**src/rtl/lsu_pipe_if.sv**
```systemverilog
// Core-side op handshake and system-bus signals of the load/store unit.
// The LSU connects through the slave modport; the core/bus environment uses the master modport.
interface lsu_pipe_if #(
  parameter int DATA_W = 32,
  parameter int ADDR_W = 32
);
  logic                  i_VALID;
  logic                  i_WE;
  logic [ADDR_W-1:0]     i_ADDR;
  logic [DATA_W-1:0]     i_WDATA;
  logic [1:0]            i_HB;
  logic                  i_ULOAD;
  logic                  o_READY;
  logic                  o_DONE;
  logic                  o_ERR;
  logic [DATA_W-1:0]     o_RDATA;
  logic                  o_BUS_REQ;
  logic                  i_BUS_GNT;
  logic [ADDR_W-1:0]     o_BUS_ADDR;
  logic [DATA_W-1:0]     o_BUS_WDATA;
  logic [DATA_W/8-1:0]   o_BUS_BE;
  logic                  o_BUS_WE;
  logic                  o_BUS_RE;
  logic [DATA_W-1:0]     i_BUS_RDATA;
  logic                  i_BUS_ACK;

  modport slave (
    input  i_VALID, i_WE, i_ADDR, i_WDATA, i_HB, i_ULOAD,
    input  i_BUS_GNT, i_BUS_RDATA, i_BUS_ACK,
    output o_READY, o_DONE, o_ERR, o_RDATA,
    output o_BUS_REQ, o_BUS_ADDR, o_BUS_WDATA, o_BUS_BE, o_BUS_WE, o_BUS_RE
  );

  modport master (
    output i_VALID, i_WE, i_ADDR, i_WDATA, i_HB, i_ULOAD,
    output i_BUS_GNT, i_BUS_RDATA, i_BUS_ACK,
    input  o_READY, o_DONE, o_ERR, o_RDATA,
    input  o_BUS_REQ, o_BUS_ADDR, o_BUS_WDATA, o_BUS_BE, o_BUS_WE, o_BUS_RE
  );
endinterface

```
**src/rtl/lsu_pipe.sv**
```systemverilog
// Sequential load/store unit: one op at a time, bus request/grant, ack with timeout,
// lane-aligned store data/byte enables and lane-shifted, extended load data.
module lsu_pipe #(
  parameter int DATA_W  = 32,
  parameter int ADDR_W  = 32,
  parameter int TIMEOUT = 255
) (
  input  logic       i_CLK,
  input  logic       i_RSTn,
  lsu_pipe_if.slave  bus
);
  localparam int NB = DATA_W / 8;
  localparam int LB = $clog2(NB);
  localparam int CW = (TIMEOUT > 0) ? $clog2(TIMEOUT + 1) : 1;

  typedef enum logic [1:0] {IDLE, REQ, XFER, RESP} state_e;

  state_e              state_q, state_d;
  logic                err_q, err_d;
  logic [CW-1:0]       cnt_q, cnt_d;
  logic [DATA_W-1:0]   rdata_q, rdata_d;
  logic                capture;
  logic                active;

  logic                we_q;
  logic                uload_q;
  logic [1:0]          hb_q;
  logic [ADDR_W-1:0]   addr_q;
  logic [DATA_W-1:0]   wdata_q;
  logic [LB-1:0]       lane;

  assign lane = addr_q[LB-1:0];

  function automatic logic is_illegal(input logic [1:0] hb, input logic [ADDR_W-1:0] a);
    case (hb)
      2'b00:   is_illegal = 1'b0;
      2'b01:   is_illegal = a[0];
      2'b10:   is_illegal = |a[1:0];
      default: is_illegal = (DATA_W == 32) || (|a[2:0]);
    endcase
  endfunction

  function automatic logic [NB-1:0] be_mask(input logic [1:0] hb, input logic [LB-1:0] l);
    logic [NB-1:0] base;
    case (hb)
      2'b00:   base = NB'(8'h01);
      2'b01:   base = NB'(8'h03);
      2'b10:   base = NB'(8'h0F);
      default: base = NB'(8'hFF);
    endcase
    be_mask = base << l;
  endfunction

  // Every lane carries a copy so the slave can pick whichever lanes BE enables.
  function automatic logic [DATA_W-1:0] lane_rep(input logic [1:0] hb, input logic [DATA_W-1:0] w);
    case (hb)
      2'b00:   lane_rep = {NB{w[7:0]}};
      2'b01:   lane_rep = {(DATA_W/16){w[15:0]}};
      2'b10:   lane_rep = {(DATA_W/32){w[31:0]}};
      default: lane_rep = w;
    endcase
  endfunction

  function automatic logic [DATA_W-1:0] load_ext(input logic [1:0] hb, input logic u,
                                                 input logic [LB-1:0] l,
                                                 input logic [DATA_W-1:0] rd);
    logic [DATA_W-1:0] sh;
    logic [DATA_W-1:0] keep;
    logic              sgn;
    sh = rd >> {l, 3'b000};
    case (hb)
      2'b00:   begin keep = DATA_W'(8'hFF);         sgn = sh[7];  end
      2'b01:   begin keep = DATA_W'(16'hFFFF);      sgn = sh[15]; end
      2'b10:   begin keep = DATA_W'(32'hFFFF_FFFF); sgn = sh[31]; end
      default: begin keep = '1;                     sgn = 1'b0;   end
    endcase
    sgn = sgn & ~u;
    load_ext = (sh & keep) | (~keep & {DATA_W{sgn}});
  endfunction

  always_ff @(posedge i_CLK or negedge i_RSTn) begin
    if (!i_RSTn) begin
      state_q <= IDLE;
      err_q   <= 1'b0;
      cnt_q   <= '0;
      rdata_q <= '0;
    end else begin
      state_q <= state_d;
      err_q   <= err_d;
      cnt_q   <= cnt_d;
      rdata_q <= rdata_d;
    end
  end

  // Op fields are only meaningful once captured, so they carry no reset.
  always_ff @(posedge i_CLK) begin
    if (capture) begin
      we_q    <= bus.i_WE;
      uload_q <= bus.i_ULOAD;
      hb_q    <= bus.i_HB;
      addr_q  <= bus.i_ADDR;
      wdata_q <= bus.i_WDATA;
    end
  end

  always_comb begin
    state_d = state_q;
    err_d   = err_q;
    cnt_d   = '0;
    rdata_d = rdata_q;
    capture = 1'b0;
    case (state_q)
      IDLE: begin
        if (bus.i_VALID) begin
          capture = 1'b1;
          if (is_illegal(bus.i_HB, bus.i_ADDR)) begin
            state_d = RESP;
            err_d   = 1'b1;
            rdata_d = '0;
          end else begin
            state_d = REQ;
            err_d   = 1'b0;
          end
        end
      end
      REQ: begin
        if (bus.i_BUS_GNT) state_d = XFER;
      end
      XFER: begin
        cnt_d = cnt_q + CW'(1);
        // ACK takes priority over an expiring timeout in the same cycle.
        if (bus.i_BUS_ACK) begin
          state_d = RESP;
          err_d   = 1'b0;
          if (!we_q) rdata_d = load_ext(hb_q, uload_q, lane, bus.i_BUS_RDATA);
        end else if ((TIMEOUT != 0) && (cnt_q == CW'(TIMEOUT - 1))) begin
          state_d = RESP;
          err_d   = 1'b1;
          rdata_d = '0;
        end
      end
      RESP: begin
        state_d = IDLE;
      end
      default: state_d = IDLE;
    endcase
  end

  assign active          = (state_q == REQ) || (state_q == XFER);
  assign bus.o_READY     = (state_q == IDLE);
  assign bus.o_DONE      = (state_q == RESP);
  assign bus.o_ERR       = (state_q == RESP) && err_q;
  assign bus.o_RDATA     = rdata_q;
  assign bus.o_BUS_REQ   = active;
  assign bus.o_BUS_ADDR  = active ? {addr_q[ADDR_W-1:LB], {LB{1'b0}}} : '0;
  assign bus.o_BUS_WDATA = active ? lane_rep(hb_q, wdata_q) : '0;
  assign bus.o_BUS_BE    = active ? be_mask(hb_q, lane) : '0;
  assign bus.o_BUS_WE    = active && we_q;
  assign bus.o_BUS_RE    = active && !we_q;
endmodule

```
**src/flat_wrapper.sv**
```systemverilog
// flat-port wrapper written by rule: the top's interface ports become plain ports
module lsu_pipe_flat 
#(
  parameter int DATA_W  = 32,
  parameter int ADDR_W  = 32,
  parameter int TIMEOUT = 255
)
  (i_CLK, i_RSTn, bus_i_VALID, bus_i_WE, bus_i_ADDR, bus_i_WDATA, bus_i_HB, bus_i_ULOAD, bus_i_BUS_GNT, bus_i_BUS_RDATA, bus_i_BUS_ACK, bus_o_READY, bus_o_DONE, bus_o_ERR, bus_o_RDATA, bus_o_BUS_REQ, bus_o_BUS_ADDR, bus_o_BUS_WDATA, bus_o_BUS_BE, bus_o_BUS_WE, bus_o_BUS_RE);
  lsu_pipe_if #(.DATA_W(DATA_W), .ADDR_W(ADDR_W)) bus_i ();
  input  logic i_CLK;
  input  logic i_RSTn;
  input wire logic [$bits(bus_i.i_VALID)-1:0] bus_i_VALID;
  input wire logic [$bits(bus_i.i_WE)-1:0] bus_i_WE;
  input wire logic [$bits(bus_i.i_ADDR)-1:0] bus_i_ADDR;
  input wire logic [$bits(bus_i.i_WDATA)-1:0] bus_i_WDATA;
  input wire logic [$bits(bus_i.i_HB)-1:0] bus_i_HB;
  input wire logic [$bits(bus_i.i_ULOAD)-1:0] bus_i_ULOAD;
  input wire logic [$bits(bus_i.i_BUS_GNT)-1:0] bus_i_BUS_GNT;
  input wire logic [$bits(bus_i.i_BUS_RDATA)-1:0] bus_i_BUS_RDATA;
  input wire logic [$bits(bus_i.i_BUS_ACK)-1:0] bus_i_BUS_ACK;
  output wire logic [$bits(bus_i.o_READY)-1:0] bus_o_READY;
  output wire logic [$bits(bus_i.o_DONE)-1:0] bus_o_DONE;
  output wire logic [$bits(bus_i.o_ERR)-1:0] bus_o_ERR;
  output wire logic [$bits(bus_i.o_RDATA)-1:0] bus_o_RDATA;
  output wire logic [$bits(bus_i.o_BUS_REQ)-1:0] bus_o_BUS_REQ;
  output wire logic [$bits(bus_i.o_BUS_ADDR)-1:0] bus_o_BUS_ADDR;
  output wire logic [$bits(bus_i.o_BUS_WDATA)-1:0] bus_o_BUS_WDATA;
  output wire logic [$bits(bus_i.o_BUS_BE)-1:0] bus_o_BUS_BE;
  output wire logic [$bits(bus_i.o_BUS_WE)-1:0] bus_o_BUS_WE;
  output wire logic [$bits(bus_i.o_BUS_RE)-1:0] bus_o_BUS_RE;
  assign bus_i.i_VALID = bus_i_VALID;
  assign bus_i.i_WE = bus_i_WE;
  assign bus_i.i_ADDR = bus_i_ADDR;
  assign bus_i.i_WDATA = bus_i_WDATA;
  assign bus_i.i_HB = bus_i_HB;
  assign bus_i.i_ULOAD = bus_i_ULOAD;
  assign bus_i.i_BUS_GNT = bus_i_BUS_GNT;
  assign bus_i.i_BUS_RDATA = bus_i_BUS_RDATA;
  assign bus_i.i_BUS_ACK = bus_i_BUS_ACK;
  assign bus_o_READY = bus_i.o_READY;
  assign bus_o_DONE = bus_i.o_DONE;
  assign bus_o_ERR = bus_i.o_ERR;
  assign bus_o_RDATA = bus_i.o_RDATA;
  assign bus_o_BUS_REQ = bus_i.o_BUS_REQ;
  assign bus_o_BUS_ADDR = bus_i.o_BUS_ADDR;
  assign bus_o_BUS_WDATA = bus_i.o_BUS_WDATA;
  assign bus_o_BUS_BE = bus_i.o_BUS_BE;
  assign bus_o_BUS_WE = bus_i.o_BUS_WE;
  assign bus_o_BUS_RE = bus_i.o_BUS_RE;
  lsu_pipe #(.DATA_W(DATA_W), .ADDR_W(ADDR_W), .TIMEOUT(TIMEOUT)) u_core (.i_CLK(i_CLK), .i_RSTn(i_RSTn), .bus(bus_i));
endmodule
```
**config.mk**
```make
export PLATFORM = sky130hd
export DESIGN_NAME = lsu_pipe_flat
export DESIGN_NICKNAME = d
export VERILOG_FILES = /design/src/rtl/lsu_pipe_if.sv /design/src/rtl/lsu_pipe.sv /design/src/flat_wrapper.sv
export SDC_FILE = /design/constraint.sdc
export NUM_CORES = 1
export LEC_CHECK = 0
export CORE_MARGIN = 2
export CORE_UTILIZATION = 44
export DETAILED_ROUTE_END_ITERATION = 6
export PLACE_DENSITY_LB_ADDON = 0.3
export SLEW_MARGIN = 40
export SYNTH_ARGS = -nofsm -noshare
export SYNTH_HDL_FRONTEND = slang
export SYNTH_SLANG_ARGS = --single-unit
```
**constraint.sdc**
```tcl
create_clock -name i_CLK -period 3.75 [get_ports i_CLK]
set_input_delay 0.9375 -clock i_CLK [delete_from_list [all_inputs] [get_ports i_CLK]]
set_output_delay 0.9375 -clock i_CLK [all_outputs]
set_load 0.05 [all_outputs]
```
==> impl_metrics.env <==
export IMPL_status="finished, final reports clean"
export IMPL_port_buffers=208
export IMPL_fin_nets=743
export IMPL_seqCellArea_um2=3120
export IMPL_async_reset_ff_frac=0.387
export IMPL_cts_sinks=111
export IMPL_row_count=40
export IMPL_core_area_um2=12000
export IMPL_start_util=0.450
export IMPL_clk_path_buf_depth=2
export IMPL_synthDistinctLibCells=53
export IMPL_rsz0062_at_grt="no"
export IMPL_grt_pass1_wl_um=24400
export IMPL_tightest_slew_ps=757
export IMPL_cts_buffers=9
export IMPL_finalCritPeriodShare=0.857
export IMPL_synth_edff_count=68
export IMPL_cts_tree="done"
export IMPL_critical_path_class="reg -> out"
export IMPL_vias_per_cell=5.44
export IMPL_postCtsSetupBuffers=0
export IMPL_die_x_um=115
export IMPL_grt_usage=0.246
export IMPL_cp_data_required_time_ps=2810
export IMPL_place_hpwl_um=11500
export IMPL_die_area_um2=13200
export IMPL_multi_input_area_um2=2090
export IMPL_grt_antenna_before_repair=0
export IMPL_hold_path_class="reg -> reg"
export IMPL_max_cap_viol_count=0
export IMPL_via_count=4264
export IMPL_grt_ovfl_total=0
export IMPL_synth_warnings=0
export IMPL_syn_to_final_growth_pct=58.0
export IMPL_cts_resized=0
export IMPL_clock_root_buffer="clkbuf_16"
export IMPL_p_leak_nw=3.44
export IMPL_fillers=827
export IMPL_final_common_cell="clkdlybuf4s50_1"
export IMPL_drtPass1Iterations=5
export IMPL_endpoint_kind="output port"
export IMPL_syn_area_per_cell_um2=12.4
export IMPL_drt_wl_total_um=15700
export IMPL_final_util=0.711
export IMPL_worstSetupStartpointType="flop"
export IMPL_worst_r2r_startpoint="u_core.state_q[0]$_DFFE_PN0P_"
export IMPL_syn_area_um2=5400
export IMPL_crit_path_start="u_core.state_q[0]$_DFFE_PN0P_"
export IMPL_grt_pass1_vias=4507
export IMPL_ys_ff_latch=111
export IMPL_synth_main_ff_cell="edfxtp_1"
export IMPL_setup_viol=0
export IMPL_final_hold_violation_count=0
export IMPL_gp_congestion=0.816
export IMPL_slew_limit_headroom=0.495
export IMPL_ys_seq_area_frac=0.577
export IMPL_power_density_nw_per_um2=1000
export IMPL_slew_viol_final=0
export IMPL_period_needed_ps=3210
export IMPL_syn_inst=435
export IMPL_drt_iter0_drc=249
export IMPL_most_common_layout_cells="clkdlybuf4s50_1 (138), buf_12 (70), edfxtp_1 (68)"
export IMPL_clk_pin_slew_ps=70
export IMPL_cts_htree_levels=3
export IMPL_grt_max_degree=70
export IMPL_post_drt_wl_per_cell_um=20.0
export IMPL_clk_latency_ps=360
export IMPL_worst_ep_arrival_time_ps=2280
export IMPL_antenna_cells=0
export IMPL_drc=0
export IMPL_hp_start="u_core.bus.o_RDATA[23]$_DFFE_PN0P_"
export IMPL_timing_setup_tns_ps=0
export IMPL_fin_skew_ps=7.23
export IMPL_antenna_left=0
export IMPL_layout_drive_gt1_share=0.181
export IMPL_die_h_um=115
export IMPL_ir_worst_vdd_mv=0.793
export IMPL_hold_buffers=0
export IMPL_ios=211
export IMPL_crit_path_max_fanout=69
export IMPL_fmax_ghz=0.311
[flip-flops by register name, summed over array words and instances (netlist names)]
register / cells
u_core.we_q: 1
u_core.wdata_q: 32
u_core.hb_q: 2
u_core.cnt_q: 8
u_core.state_q: 2
u_core.bus.o_RDATA: 32
u_core.uload_q: 1
u_core.addr_q: 32
u_core.err_q: 1
[worst paths after layout]
| path | endpoint | slack [ps] | cells after the start |
|---|---|---|---|
| worst max-delay path | bus_o_BUS_WDATA[13] | 540 | 5 |
| worst min-delay path | u_core.bus.o_RDATA[23]$_DFFE_PN0P_ | 490 | 1 |
| worst max register to register | u_core.bus.o_RDATA[3]$_DFFE_PN0P_ | 1140 | 7 |
| worst min register to register | u_core.bus.o_RDATA[23]$_DFFE_PN0P_ | 490 | 1 |
| max in group asynchronous | u_core.bus.o_RDATA[5]$_DFFE_PN0P_ | 2800 | 1 |
| min in group asynchronous | u_core.cnt_q[5]$_DFF_PN0_ | 570 | 1 |
[cell usage after synthesis (all sizes together), types with 4 or more instances]
| library cell | number | area (um2) |
|---|---|---|
| o21ai | 17 | 85.1 |
| nor3 | 9 | 45.0 |
| ha | 6 | 75.1 |
| a221o | 8 | 82.6 |
| a211o | 9 | 78.8 |
| nor2 | 6 | 25.0 |
| and2 | 56 | 350 |
| a211oi | 16 | 120 |
| a22o | 8 | 70.1 |
| mux2i | 36 | 360 |
| a21boi | 8 | 60.1 |
| a21oi | 10 | 61.3 |
| buf | 15 | 115 |
| nand2 | 29 | 109 |
| nor2b | 21 | 139 |
| edfxtp | 68 | 2040 |
| clkbuf | 17 | 63.8 |
| nand2b | 5 | 31.3 |
| inv | 4 | 15.0 |
| xnor2 | 5 | 43.8 |
| nand3 | 5 | 30.0 |
| dfrtp | 43 | 1080 |
| mux2 | 8 | 90.1 |
[critical path, stage by stage, from the launching register on]
cell	delay (ps)
dfrtp_1	380
inv_1	90
ha_1	280
buf_4	470
a21boi_0	470
buf_12	200
[kinds of logic (layout without fill, tap and decap cells)]
kind of cell	Yosys count	after routing	synth area share
AND/OR/NAND/NOR	144	144	0.155
flip-flops	111	111	0.577
AO/OA/AOI/OAI	86	86	0.123
multiplexers	44	44	0.0834
buffers and inverters	36	237	0.0359
XOR/XNOR	7	7	0.0114
adder cells (fa/ha/maj)	6	6	0.0139
other	1	2	0.000694
[per-layer routing]
| metal | wire (um) | up-vias | GRT usage |
|---|---|---|---|
| li1 | - | 1973 | - |
| met3 | 1500 | 23 | 0.0923 |
| met1 | 6040 | 2079 | 0.287 |
| met4 | 344 | 0 | 0.0980 |
| met2 | 7840 | 189 | 0.413 |
| met5 | 0 | - | 0 |
[metrics by stage]
stage / cells / total power, mW / hold WS (ps) / setup WS [ps] / area, um2
2_1_floorplan: 436 / 4.92 / 485 / 315 / 5410
3_3_place_gp: 768 / 7.64 / 469 / 511 / 8260
3_5_place_dp: 768 / 7.70 / 476 / 444 / 8260
4_1_cts: 784 / 8.63 / 495 / 520 / 8530
5_1_grt: 784 / 8.89 / 508 / 401 / 8530
6_report: 784 / 8.56 / 494 / 535 / 8530
[power breakdown]
group | internal, mW | leakage (nW) | total, mW | switching [mW]
combinational | 2.51 | 2.10 | 5.90 | 3.39
clock | 0.452 | 0.128 | 0.905 | 0.453
sequential | 1.59 | 1.21 | 1.75 | 0.162
total | 4.55 | 3.44 | 8.56 | 4.01
[layout make-up]
cell class / instances / area share
Sequential cell: 111 / 0.365
Timing Repair Buffer: 217 / 0.334
Multi-Input combinational cell: 289 / 0.245
Clock buffer: 9 / 0.0264
Tap cell: 147 / 0.0216
Clock inverter: 7 / 0.00557
Inverter: 4 / 0.00176
Power figures use the tool's default switching activity.
==> variant (same flow settings) <==
Take the reset off `rdata_q` and load it in a clocked block of its own.
--- a/src/rtl/lsu_pipe.sv
+++ b/src/rtl/lsu_pipe.sv
@@ -84,11 +84,13 @@
       err_q   <= 1'b0;
       cnt_q   <= '0;
-      rdata_q <= '0;
     end else begin
       state_q <= state_d;
       err_q   <= err_d;
       cnt_q   <= cnt_d;
-      rdata_q <= rdata_d;
     end
+  end
+
+  always_ff @(posedge i_CLK) begin
+    rdata_q <= rdata_d;
   end
 
Formal check against the unedited RTL: differs if i_RSTn is asserted again (counterexample within 4 cycles, from zero or initial values and one cycle with i_RSTn low); with i_RSTn held inactive, the same outputs for 4 cycles.
==> variant against the unedited design <==
Setup slack lost 110 ps. Wire length down 7.5%. Area after synthesis down 4.0%. Total power increased by 1.2%. Count of clock-buffer cells in the layout is 3 higher. Largest cell class unchanged. Cell area shrank 0.66%. Sequential cell count is the same. Clock skew fell by 1.5 ps. Global-route usage shrank 1.7 points.
==> variant: results (changes against the unedited design) <==
r2r setup slk: 1320 ps (was 1140 ps)
Synth Area in XOR/XNOR: 0.0101 (was 0.0114)
post-synthesis mux area share: 0.0909 (was 0.0834)
Leak: 3.28 nW (was 3.44 nW)
Worst EP arrival: 2390 ps (was 2280 ps)
clk root buf: clkbuf_16 (unchanged)
vias in the first global route: 4103 (was 4507)
VDD IR max: 0.000820 V (was 0.000793 V)
DR pass1 iterations: 4 (was 5)
post-synth cell types: 40 (was 53)
Post-synth ARST share: 0.0991 (was 0.387)
synth top area cells: edfxtp_1 (58%), mux2i_1 (7.1%), and2_1 (6.6%), dfrtp_1 (5.3%), nand2_1 (3.3%) (was edfxtp_1 (38%), dfrtp_1 (20%), mux2i_1 (6.7%), and2_1 (6.5%), nor2b_1 (2.3%))
placed cell area: 8130 um2 (was 8260 um2)
vias per cell: 5.21 (was 5.44)
Max transition margin: 0.475 (was 0.495)
met3 Use GR: 0.102 (was 0.0923)
GR Layer Usage met2: 0.388 (was 0.413)
drt total wl: 14.5 mm (was 15.7 mm)
filler-free cell count of the finished design: 765 (was 784)
All-Layer GR Usage: 0.228 (was 0.246)
cell count after synthesis: 410 (was 435)
gpl congestion: 0.824 (was 0.816)
outcome: finished, final reports clean (unchanged)
initial DRC count: 219 (was 249)
Adder-Cell Fraction of Synth Area: 0.0169 (was 0.0139)
switching share of power: 0.450 (was 0.468)
nets: 729 (was 743)
first-pass GRT wire length: 22.2 mm (was 24.4 mm)
top post-synthesis cells by count: edfxtp_1 (100), and2_1 (55), nand2_1 (46) (was edfxtp_1 (68), and2_1 (56), dfrtp_1 (43))
top fanout value on the critical path: 29 (was 69)
Compound-Gate Fraction of Synth Area: 0.0714 (was 0.123)
Fill cells: 710 (was 827)
==> variant: per-stage QoR <==
| stage | power, mW | setup slack [ps] | hold slack [ps] |
|---|---|---|---|
| global route | 8.96 | 256 | 602 |
| global placement | 7.58 | 854 | 515 |
| CTS | 8.72 | 389 | 561 |
| floorplan | 4.87 | 299 | 485 |
| finish | 8.66 | 425 | 561 |
| detailed placement | 7.66 | 742 | 551 |
==> variant: final cells by class <==
cell class,instances,area (um2),area share
repair buffers,219,2870,0.338
flip-flops and latches,111,3280,0.387
multi-input cells,272,1810,0.213
clock inverters,4,76.3,0.00900
clock buffers,12,256,0.0303
well taps,143,179,0.0211
inverters,4,15.0,0.00177
==> variant: cells by family (layout without fill, tap and decap cells) <==
family / count (synthesis) / in the layout
simple gates: 153 / 153
flops: 111 / 111
compound gates: 58 / 58
mux: 46 / 46
buf+inv: 28 / 239
fa+ha+maj: 7 / 7
xor+xnor: 6 / 6
other cells: 1 / 2
==> variant: critical path, stage by stage (launching register included) <==
cell     delay, ps
dfrtp_1        370
inv_1          100
ha_1           810
buf_4          320
nor2b_1        270
buf_12         180
==> variant: path summary, 6_finish.rpt <==
check                                   from                      to  cells after the start
setup / recovery           u_core.state_q[0]     bus_o_BUS_WDATA[16]                      5
hold reg to reg              u_core.cnt_q[0]         u_core.cnt_q[0]                      1
min in group asynchronous             i_RSTn       u_core.state_q[1]                      1
max in group asynchronous             i_RSTn         u_core.cnt_q[7]                      1
hold / removal               u_core.cnt_q[0]         u_core.cnt_q[0]                      1
setup reg to reg           u_core.state_q[0]  u_core.bus.o_RDATA[20]                      7
==> variant: layer usage <==
metal  wire [um]  share of wire  up-vias
met5           0              0        -
met4         163          0.011        0
met3        1640           0.11       14
met2        7270           0.50      200
met1        5470           0.38     1888
li1            -              -     1880
==> variant: power groups by stage <==
stage	Combinational [mW]	Sequential [mW]	Clock [mW]
after global placement	5.72	1.87	0
after floorplan	2.62	2.25	0
final	5.77	1.84	1.05
after detailed placement	5.79	1.87	0
after CTS	5.81	1.85	1.06
after global routing	5.99	1.87	1.10
